--- config.mk ---
export PLATFORM = sky130hd
export DESIGN_NAME = attn_tile_scheduler_flat
export DESIGN_NICKNAME = d
export VERILOG_FILES = /design/src/rtl/attn_tile_scheduler_if.sv /design/src/rtl/attn_tile_scheduler.sv /design/src/flat_wrapper.sv
export SDC_FILE = /design/constraint.sdc
export NUM_CORES = 2
export LEC_CHECK = 0
export BUFFER_PORTS_ARGS = -buffer_cell sky130_fd_sc_hd__buf_2
export CELL_PAD_IN_SITES_DETAIL_PLACEMENT = 1
export CELL_PAD_IN_SITES_GLOBAL_PLACEMENT = 2
export CORE_AREA = 2 2 738 740
export DETAILED_ROUTE_END_ITERATION = 7
export DIE_AREA = 0 0 740 742
export PLACE_DENSITY_LB_ADDON = 0.2
export SYNTH_ARGS = -nofsm -noshare
export SYNTH_HDL_FRONTEND = slang
export SYNTH_SLANG_ARGS = --single-unit
--- constraint.sdc ---
create_clock -name clk -period 12.35 [get_ports clk]
set_input_delay 1.235 -clock clk [delete_from_list [all_inputs] [get_ports clk]]
set_output_delay 1.235 -clock clk [all_outputs]
set_load 0.01 [all_outputs]
--- src/rtl/attn_tile_scheduler_if.sv ---
// Job / scratchpad / PE-array bundle for attn_tile_scheduler.
//   job_*  : descriptor handshake (valid/ready), source/dest base, tile count
//   mem_*  : 16-bit scratchpad read port (1-cycle latency) and write port
//   pe_*   : PE-array run request, 512-bit operands, 256-bit result, done flag
// Modports: master = scheduler side, slave = environment (host, memory, PE array).
interface attn_tile_scheduler_if #(
  parameter int ADDR_W = 12
);
  logic              job_valid;
  logic              job_ready;
  logic [ADDR_W-1:0] job_src;
  logic [ADDR_W-1:0] job_dst;
  logic [7:0]        job_ntiles;

  logic              mem_rd_en;
  logic [ADDR_W-1:0] mem_rd_addr;
  logic [15:0]       mem_rd_data;
  logic              mem_wr_en;
  logic [ADDR_W-1:0] mem_wr_addr;
  logic [15:0]       mem_wr_data;

  logic              pe_en;
  logic [511:0]      pe_key;
  logic [511:0]      pe_query;
  logic [511:0]      pe_value;
  logic [255:0]      pe_final_res;
  logic              pe_all_done;

  modport master (
    input  job_valid, job_src, job_dst, job_ntiles,
    output job_ready,
    output mem_rd_en, mem_rd_addr,
    input  mem_rd_data,
    output mem_wr_en, mem_wr_addr, mem_wr_data,
    output pe_en, pe_key, pe_query, pe_value,
    input  pe_final_res, pe_all_done
  );

  modport slave (
    output job_valid, job_src, job_dst, job_ntiles,
    input  job_ready,
    input  mem_rd_en, mem_rd_addr,
    output mem_rd_data,
    input  mem_wr_en, mem_wr_addr, mem_wr_data,
    input  pe_en, pe_key, pe_query, pe_value,
    output pe_final_res, pe_all_done
  );
endinterface

--- src/rtl/attn_tile_scheduler.sv ---
// Tile scheduler for the pe_8x8_top attention datapath.
// Per tile: reads 96 scratchpad words into key/query/value operand registers,
// runs the PE array until pe_all_done (or the watchdog expires), then writes
// the 16-word result back. Repeats for job_ntiles tiles.
// Ports:
//   clk, rst_n  : clock, asynchronous active-low reset
//   bus         : attn_tile_scheduler_if.master (job, scratchpad, PE signals)
//   busy        : high in every state except IDLE
//   job_done    : one-cycle pulse at job completion or abort
//   err_timeout : sticky watchdog flag, cleared on the next job accept
module attn_tile_scheduler #(
  parameter int ADDR_W  = 12,
  parameter int TIMEOUT = 255
) (
  input  logic                  clk,
  input  logic                  rst_n,
  attn_tile_scheduler_if.master bus,
  output logic                  busy,
  output logic                  job_done,
  output logic                  err_timeout
);

  localparam int RUN_W = $clog2(TIMEOUT + 1);
  localparam int CNT_W = (RUN_W > 7) ? RUN_W : 7;

  typedef enum logic [2:0] {
    S_IDLE,
    S_LOAD,
    S_RUN,
    S_STORE,
    S_DONE
  } state_t;

  state_t            state_q, state_d;
  logic [CNT_W-1:0]  cnt_q, cnt_d;
  logic [7:0]        tile_q, tile_d;
  logic [7:0]        ntiles_q, ntiles_d;
  logic [ADDR_W-1:0] rd_base_q, rd_base_d;
  logic [ADDR_W-1:0] wr_base_q, wr_base_d;
  logic [511:0]      key_q, key_d;
  logic [511:0]      query_q, query_d;
  logic [511:0]      value_q, value_d;
  logic [255:0]      res_q, res_d;
  logic              err_q, err_d;

  logic              rd_en, wr_en, pe_en, ready, done;
  logic [6:0]        k;

  always_ff @(posedge clk or negedge rst_n) begin
    if (!rst_n) begin
      state_q   <= S_IDLE;
      cnt_q     <= '0;
      tile_q    <= '0;
      ntiles_q  <= '0;
      rd_base_q <= '0;
      wr_base_q <= '0;
      key_q     <= '0;
      query_q   <= '0;
      value_q   <= '0;
      res_q     <= '0;
      err_q     <= 1'b0;
    end else begin
      state_q   <= state_d;
      cnt_q     <= cnt_d;
      tile_q    <= tile_d;
      ntiles_q  <= ntiles_d;
      rd_base_q <= rd_base_d;
      wr_base_q <= wr_base_d;
      key_q     <= key_d;
      query_q   <= query_d;
      value_q   <= value_d;
      res_q     <= res_d;
      err_q     <= err_d;
    end
  end

  always_comb begin
    state_d   = state_q;
    cnt_d     = cnt_q;
    tile_d    = tile_q;
    ntiles_d  = ntiles_q;
    rd_base_d = rd_base_q;
    wr_base_d = wr_base_q;
    key_d     = key_q;
    query_d   = query_q;
    value_d   = value_q;
    res_d     = res_q;
    err_d     = err_q;
    rd_en     = 1'b0;
    wr_en     = 1'b0;
    pe_en     = 1'b0;
    ready     = 1'b0;
    done      = 1'b0;
    // Word index of the data returned this cycle (read issued last cycle).
    k         = cnt_q[6:0] - 7'd1;

    case (state_q)
      S_IDLE: begin
        ready = 1'b1;
        if (bus.job_valid) begin
          rd_base_d = bus.job_src;
          wr_base_d = bus.job_dst;
          ntiles_d  = bus.job_ntiles;
          tile_d    = '0;
          err_d     = 1'b0;
          cnt_d     = '0;
          state_d   = (bus.job_ntiles == 8'd0) ? S_DONE : S_LOAD;
        end
      end

      S_LOAD: begin
        // cnt 0..95 issue reads; cnt 1..96 capture word cnt-1.
        rd_en = (cnt_q < CNT_W'(96));
        if (cnt_q != '0) begin
          // The three operand blocks are 32 words each, so the low five bits
          // of k give the slot within whichever block k falls in.
          if (k < 7'd32)
            key_d[{k[4:0], 4'd0} +: 16] = bus.mem_rd_data;
          else if (k < 7'd64)
            query_d[{k[4:0], 4'd0} +: 16] = bus.mem_rd_data;
          else
            value_d[{k[4:0], 4'd0} +: 16] = bus.mem_rd_data;
        end
        if (cnt_q == CNT_W'(96)) begin
          cnt_d   = CNT_W'(1);
          state_d = S_RUN;
        end else begin
          cnt_d = cnt_q + CNT_W'(1);
        end
      end

      S_RUN: begin
        pe_en = 1'b1;
        if (bus.pe_all_done) begin
          res_d   = bus.pe_final_res;
          cnt_d   = '0;
          state_d = S_STORE;
        end else if (cnt_q == CNT_W'(TIMEOUT)) begin
          err_d   = 1'b1;
          state_d = S_DONE;
        end else begin
          cnt_d = cnt_q + CNT_W'(1);
        end
      end

      S_STORE: begin
        wr_en = 1'b1;
        if (cnt_q == CNT_W'(15)) begin
          cnt_d     = '0;
          tile_d    = tile_q + 8'd1;
          rd_base_d = rd_base_q + ADDR_W'(96);
          wr_base_d = wr_base_q + ADDR_W'(16);
          state_d   = ((tile_q + 8'd1) < ntiles_q) ? S_LOAD : S_DONE;
        end else begin
          cnt_d = cnt_q + CNT_W'(1);
        end
      end

      S_DONE: begin
        done    = 1'b1;
        state_d = S_IDLE;
      end

      default: state_d = S_IDLE;
    endcase
  end

  assign bus.job_ready   = ready;
  assign bus.mem_rd_en   = rd_en;
  assign bus.mem_rd_addr = rd_en ? (rd_base_q + ADDR_W'(cnt_q)) : '0;
  assign bus.mem_wr_en   = wr_en;
  assign bus.mem_wr_addr = wr_en ? (wr_base_q + ADDR_W'(cnt_q[3:0])) : '0;
  assign bus.mem_wr_data = wr_en ? res_q[{cnt_q[3:0], 4'd0} +: 16] : '0;
  assign bus.pe_en       = pe_en;
  assign bus.pe_key      = key_q;
  assign bus.pe_query    = query_q;
  assign bus.pe_value    = value_q;
  assign busy            = (state_q != S_IDLE);
  assign job_done        = done;
  assign err_timeout     = err_q;

endmodule

--- src/flat_wrapper.sv ---
// flat-port wrapper written by rule: the top's interface ports become plain ports
module attn_tile_scheduler_flat 
#(
  parameter int ADDR_W  = 12,
  parameter int TIMEOUT = 255
)
  (clk, rst_n, busy, job_done, err_timeout, bus_job_valid, bus_job_src, bus_job_dst, bus_job_ntiles, bus_job_ready, bus_mem_rd_en, bus_mem_rd_addr, bus_mem_rd_data, bus_mem_wr_en, bus_mem_wr_addr, bus_mem_wr_data, bus_pe_en, bus_pe_key, bus_pe_query, bus_pe_value, bus_pe_final_res, bus_pe_all_done);
  attn_tile_scheduler_if #(.ADDR_W(ADDR_W)) bus_i ();
  input  logic clk;
  input  logic rst_n;
  output logic busy;
  output logic job_done;
  output logic err_timeout;
  input wire logic [$bits(bus_i.job_valid)-1:0] bus_job_valid;
  input wire logic [$bits(bus_i.job_src)-1:0] bus_job_src;
  input wire logic [$bits(bus_i.job_dst)-1:0] bus_job_dst;
  input wire logic [$bits(bus_i.job_ntiles)-1:0] bus_job_ntiles;
  output wire logic [$bits(bus_i.job_ready)-1:0] bus_job_ready;
  output wire logic [$bits(bus_i.mem_rd_en)-1:0] bus_mem_rd_en;
  output wire logic [$bits(bus_i.mem_rd_addr)-1:0] bus_mem_rd_addr;
  input wire logic [$bits(bus_i.mem_rd_data)-1:0] bus_mem_rd_data;
  output wire logic [$bits(bus_i.mem_wr_en)-1:0] bus_mem_wr_en;
  output wire logic [$bits(bus_i.mem_wr_addr)-1:0] bus_mem_wr_addr;
  output wire logic [$bits(bus_i.mem_wr_data)-1:0] bus_mem_wr_data;
  output wire logic [$bits(bus_i.pe_en)-1:0] bus_pe_en;
  output wire logic [$bits(bus_i.pe_key)-1:0] bus_pe_key;
  output wire logic [$bits(bus_i.pe_query)-1:0] bus_pe_query;
  output wire logic [$bits(bus_i.pe_value)-1:0] bus_pe_value;
  input wire logic [$bits(bus_i.pe_final_res)-1:0] bus_pe_final_res;
  input wire logic [$bits(bus_i.pe_all_done)-1:0] bus_pe_all_done;
  assign bus_i.job_valid = bus_job_valid;
  assign bus_i.job_src = bus_job_src;
  assign bus_i.job_dst = bus_job_dst;
  assign bus_i.job_ntiles = bus_job_ntiles;
  assign bus_job_ready = bus_i.job_ready;
  assign bus_mem_rd_en = bus_i.mem_rd_en;
  assign bus_mem_rd_addr = bus_i.mem_rd_addr;
  assign bus_i.mem_rd_data = bus_mem_rd_data;
  assign bus_mem_wr_en = bus_i.mem_wr_en;
  assign bus_mem_wr_addr = bus_i.mem_wr_addr;
  assign bus_mem_wr_data = bus_i.mem_wr_data;
  assign bus_pe_en = bus_i.pe_en;
  assign bus_pe_key = bus_i.pe_key;
  assign bus_pe_query = bus_i.pe_query;
  assign bus_pe_value = bus_i.pe_value;
  assign bus_i.pe_final_res = bus_pe_final_res;
  assign bus_i.pe_all_done = bus_pe_all_done;
  attn_tile_scheduler #(.ADDR_W(ADDR_W), .TIMEOUT(TIMEOUT)) u_core (.clk(clk), .rst_n(rst_n), .bus(bus_i), .busy(busy), .job_done(job_done), .err_timeout(err_timeout));
endmodule
Word level (Yosys, flattened, before mapping)
Cells that the tools add are included.
W data, S select, Z words.
{"block": "op_classes", "multipliers": 0, "n_eq_ne": 14, "div": 0, "reduce_logical": 16, "add_sub_neg": 8, "shifts": 3, "mux": 37, "n_lt_le_gt_ge": 4, "n_bitwise": 2}
{"op": "$bwmux W512", "n": 3}
{"op": "$shift A16 B11 Y512 const A", "n": 1}
{"op": "$shiftx A16 B11 Y512", "n": 1}
{"op": "$shiftx A256 B9 Y16", "n": 1}
{"op": "$mux W12", "n": 6}
{"op": "$mux W8", "n": 6}
{"op": "$pmux W12 S2", "n": 2}
{"op": "$pmux W8 S4", "n": 1}
{"op": "$mux W3", "n": 7}
{"op": "$add A8 B1 Y8 const B", "n": 2}
{"op": "$mux W16", "n": 1}
{"op": "$pmux W8 S2", "n": 1}
{"op": "$reduce_and A4 Y1", "n": 4}
{"op": "$add A12 B4 Y12", "n": 1}
{"op": "$add A12 B5 Y12 const B", "n": 1}
{"op": "$add A12 B7 Y12 const B", "n": 1}
{"op": "$add A12 B8 Y12", "n": 1}
{"op": "$pmux W3 S4", "n": 1}
{"op": "$neg A9 Y11", "n": 1}
{"op": "$reduce_and A3 Y1", "n": 3}
{"op": "$eq A8 B4 Y1 const B", "n": 1}
{"op": "$eq A8 B7 Y1 const B", "n": 1}
{"op": "$eq A8 B8 Y1 const B", "n": 1}
{"op": "$logic_not A8 Y1", "n": 1}
{"op": "21 further kinds", "n": 35}
{"block": "totals", "ram_bits": 0, "output_inout_bits": 1583, "romBits": 0, "inputBits": 308, "reg_bits": 1844, "memories": 0, "latchBits": 0}

Longest topological paths before layout
{"block": "depth", "ltp_word": 5, "mapped_depth": 15, "mapped_depth_nobuf": 9}

Least setup slack after synthesis
No wires, ideal clock.
{"block": "synth_path", "path_kind": "register -> register", "startpoint": "reg u_core.cnt_q[0]", "endpoint": "reg u_core.key_q[150], in the netlist u_core.bus.pe_key[150]", "setup_slack_ps": 7794, "n_path_buf": 5, "t_arrival_ps": 4431, "stages_incl_launch_ff": 14, "synth_period_minus_slack_ps": 4556, "setup_time_ps": 125, "path_cell_list": "dfrtp_1 clkbuf_1 clkbuf_1 clkbuf_1 inv_1 ha_1 clkbuf_1 o21ai_0 and3_1 o41ai_1 a21oi_2 nand3_1 buf_2 mux2_2"}
{"block": "synth_between", "elab_chain_cells": 4, "elab_cells_between_ends": 8, "cone_classes": "add/sub (2); order compare (1); shift (2); mux (1); reduce/logical (2)"}
{"element": "start: declaration", "line_no": "attn_tile_scheduler.sv:35", "text": "logic [CNT_W-1:0] cnt_q, cnt_d;"}
{"element": "start signal: assignment", "line_no": "attn_tile_scheduler.sv:64", "text": "cnt_q <= cnt_d;"}
{"element": "$sub A7 B1 Y7", "line_no": "attn_tile_scheduler.sv:95", "text": "k = cnt_q[6:0] - 7'd1;"}
{"element": "$neg A9 Y11", "line_no": "attn_tile_scheduler.sv:118", "text": "key_d[{k[4:0], 4'd0} +: 16] = bus.mem_rd_data;"}
{"element": "$shiftx A16 B11 Y512 or $shift A16 B11 Y512 (tied branches)", "line_no": "attn_tile_scheduler.sv:118"}
{"element": "$bwmux W512", "line_no": "attn_tile_scheduler.sv:118"}
{"element": "end signal: assignment", "line_no": "attn_tile_scheduler.sv:69", "text": "key_q <= key_d;"}
{"element": "end: declaration", "line_no": "attn_tile_scheduler.sv:40", "text": "logic [511:0] key_q, key_d;"}
Parallel ways exist; a longest one is shown, timed or not.
A chain may end at the register's enable or synchronous reset.

Final worst setup path
{"block": "layout_path", "startpoint": "reg u_core.cnt_q[0]", "endpoint": "out bus_mem_wr_data[10]"}
{"block": "layout_between", "elab_chain_cells": 2}
{"element": "$shiftx A256 B9 Y16", "line_no": "attn_tile_scheduler.sv:173", "text": "assign bus.mem_wr_data = wr_en ? res_q[{cnt_q[3:0], 4'd0} +: 16] : '0;"}
{"element": "$mux W16", "line_no": "attn_tile_scheduler.sv:173"}
{"element": "end: declaration", "line_no": "flat_wrapper.sv:24", "text": "output wire logic [$bits(bus_i.mem_wr_data)-1:0] bus_mem_wr_data;"}
Every way passes these cells.

==> results_dict.tcl <==
set metrics [dict create \
    p_leak_nw 52.8 \
    io_pins 1891 \
    num_rows 271 \
    drt-initial-drc-count 2484 \
    cp-start-kind "flop" \
    seqCellArea_um2 46200 \
    synth_top_area_cell "dfrtp_1" \
    ys_warn_count 0 \
    fillerInstances 61100 \
    hold_buffers 0 \
    first_global_vias 58200 \
    clkLatencyLatePin_ps 1000 \
    drt-wirelength-per-cell_um 31.9 \
    vias 54900 \
    tns_ps 0 \
    timing.rr.start "u_core.cnt_q[0]$_DFFE_PN0P_" \
    finalWorstSetupSlack_ps 6530 \
    critPathArrivalTime_ps 4580 \
    postRouteAntennaNets 0 \
    most-common-layout-cells "1,873 x buf_2, 1,841 x dfrtp_1, 1,540 x mux2_2" \
    grt_usage_pct 16.8 \
    io_buffer_count 1890 \
    period_share_pct 47.1 \
    drive_above_1_share_pct 54.2 \
    syn_area_um2 75000 \
    fin_nets 7827 \
    peakVddDrop_uv 196 \
    r2r_end "u_core.bus.pe_query[272]$_DFFE_PN0P_" \
    numCtsBuffers 244 \
    place_ws_ps 7070 \
    end_kind "output port" \
    clock_sinks 1844 \
    antenna_found_initial 234 \
    grt_max_degree 160 \
    ff2ff_setup_slack_ps 7240 \
    status "completed" \
    root_buffer "clkbuf_16" \
    yosys_register_bits 1844 \
    syn_nets 5864 \
    ctsResizeCount 0 \
    worst_ep_required_time_ps 11110 \
    grt_pass1_wl_mm 616 \
    slew_violations 0 \
    dp_hpwl_mm 370 \
    core_area_um2 542000 \
    ff2ff_path_depth 11 \
    htreeDepth 4 \
    fin_crit_ps 5820 \
    cap_violations 0 \
    cts_buffer_depth 4 \
    ys_top_cells_by_area "dfrtp_1 61%, mux2_2 23%, nand2_1 4.6%" \
    clk_pin_slew_ps 60 \
    start_util_pct 13.8 \
    cp_max_fo 36 \
    dieWidth_um 740 \
    cts_setup_buffers 0 \
    multi_input_area_um2 27800 \
    wirelength_mm 478 \
    ys.flop_type "dfrtp_1" \
    ys_seq_area_share_pct 61.5 \
    async_flop_share_pct 100 \
    grt-ovfl-total 0 \
    place_congestion 0.801 \
    chipHeight_um 742 \
    rsz0062_at_grt "no" \
    finClkSkew_ps 89.5 \
    ys_types 66 \
    setup_viol 0 \
    hold_class "primary input to async pin" \
    final_common_cell "buf_2" \
    dieArea_um2 549000 \
    slew_headroom_pct 6.63 \
    first_pass_iters 5 \
    viasPerCell 3.66 \
    crit_type "flop to output port" \
    worst_pin_slew_ps 1400 \
    power.density_nw_per_um2 224 \
    cts_tree "yes" \
    fmax_ghz 0.172 \
    synth.avg_cell_area_um2 13.6 \
    drc 0 \
    area_growth_pct 36.2 \
    hold_violations 0 \
    syn_inst 5526 \
    synth.top_cell.area_share_pct 61.5 \
    synth-edff-count 0 \
]
==> sequential cells by signal, indices dropped and copies added (netlist names) <==
name                 cells
u_core.bus.pe_key      512
u_core.bus.pe_query    512
u_core.bus.pe_value    512
u_core.res_q           256
u_core.rd_base_q        12
u_core.wr_base_q        12
u_core.cnt_q             8
u_core.ntiles_q          8
u_core.tile_q            8
u_core.state_q           3
u_core.err_timeout       1
==> how the worst max path moves through the flow <==
stage	from	end	cells past startpoint
floorplan	u_core.cnt_q[0]$_DFFE_PN0P_	u_core.bus.pe_key[150]$_DFFE_PN0P_	13
global placement	u_core.cnt_q[0]$_DFFE_PN0P_	u_core.bus.pe_query[279]$_DFFE_PN0P_	11
detailed placement	u_core.cnt_q[0]$_DFFE_PN0P_	u_core.bus.pe_value[280]$_DFFE_PN0P_	11
CTS	u_core.cnt_q[0]$_DFFE_PN0P_	bus_mem_wr_data[5]	6
global route	u_core.cnt_q[0]$_DFFE_PN0P_	bus_mem_wr_data[10]	6
finish	u_core.cnt_q[0]$_DFFE_PN0P_	bus_mem_wr_data[10]	6
==> cells in the mapped netlist (all sizes together) (13+ instances only) <==
cell    count
mux2     1544
mux4       80
nand2     926
a21oi      45
dfrtp    1844
nor3       40
nor2      218
inv        23
o21ai      48
and2      126
ha         28
nand2b     13
or3        19
buf       127
xnor2      19
and3       45
nand3      56
clkbuf    216
==> kinds of logic (layout without fill, tap and decap cells) <==
kind of cell | Yosys count | count (layout) | share of synthesized area (%)
DFF | 1844 | 1844 | 61.5
muxes | 1626 | 1626 | 25.6
and+or+nand+nor | 1484 | 1484 | 8.77
buffers and inverters | 366 | 2518 | 2.02
AOI/OAI and AO/OA | 149 | 149 | 1.28
adders and majority gates | 30 | 30 | 0.520
xor gates and xnor gates | 27 | 27 | 0.325
other | 0 | 76 | 0
==> metal layers <==
| layer | GRT usage, % | vias to the layer above | wire (um) |
|---|---|---|---|
| met3 | 6.11 | 636 | 40500 |
| met1 | 19.0 | 29000 | 183000 |
| met5 | 0 | - | 1130 |
| met2 | 29.9 | 1953 | 240000 |
| li1 | - | 23000 | - |
| met4 | 4.29 | 174 | 13600 |
==> stage by stage <==
stage | cells | util (%) | power (mW) | hold slack, ps | instance area (um2)
2_1_floorplan | 5526 | - | 11.3 | 440 | 75000
3_3_place_gp | 14500 | 17.3 | 15.9 | 453 | 94000
3_5_place_dp | 14500 | 17.3 | 16.0 | 460 | 94000
4_1_cts | 14900 | 18.8 | 23.5 | 146 | 102000
5_1_grt | 14900 | 18.8 | 24.1 | 174 | 102000
6_report | 15000 | 18.9 | 22.9 | 210 | 102000
==> cell type report <==
type	instances	area share (%)
timing repair buffer	2060	10.6
inverter	23	0.0845
sequential	1844	45.2
multi-input combinational	3316	27.2
antenna	76	0.186
clock buffer	369	7.03
tap	7234	8.85
clock inverter	66	0.869
==> report_power, final <==
part	internal, mW	total [mW]	switching [mW]
Sequential	7.31	8.17	0.866
Clock	4.27	7.33	3.06
Combinational	2.36	7.36	4.99
==> critical path, stage by stage (launching register included) <==
cell     delay, ps
dfrtp_4        600
buf_4          620
buf_4          760
mux4_2         650
mux4_2         580
and2_1         190
buf_2          140
(Power assumes the default switching activity.)
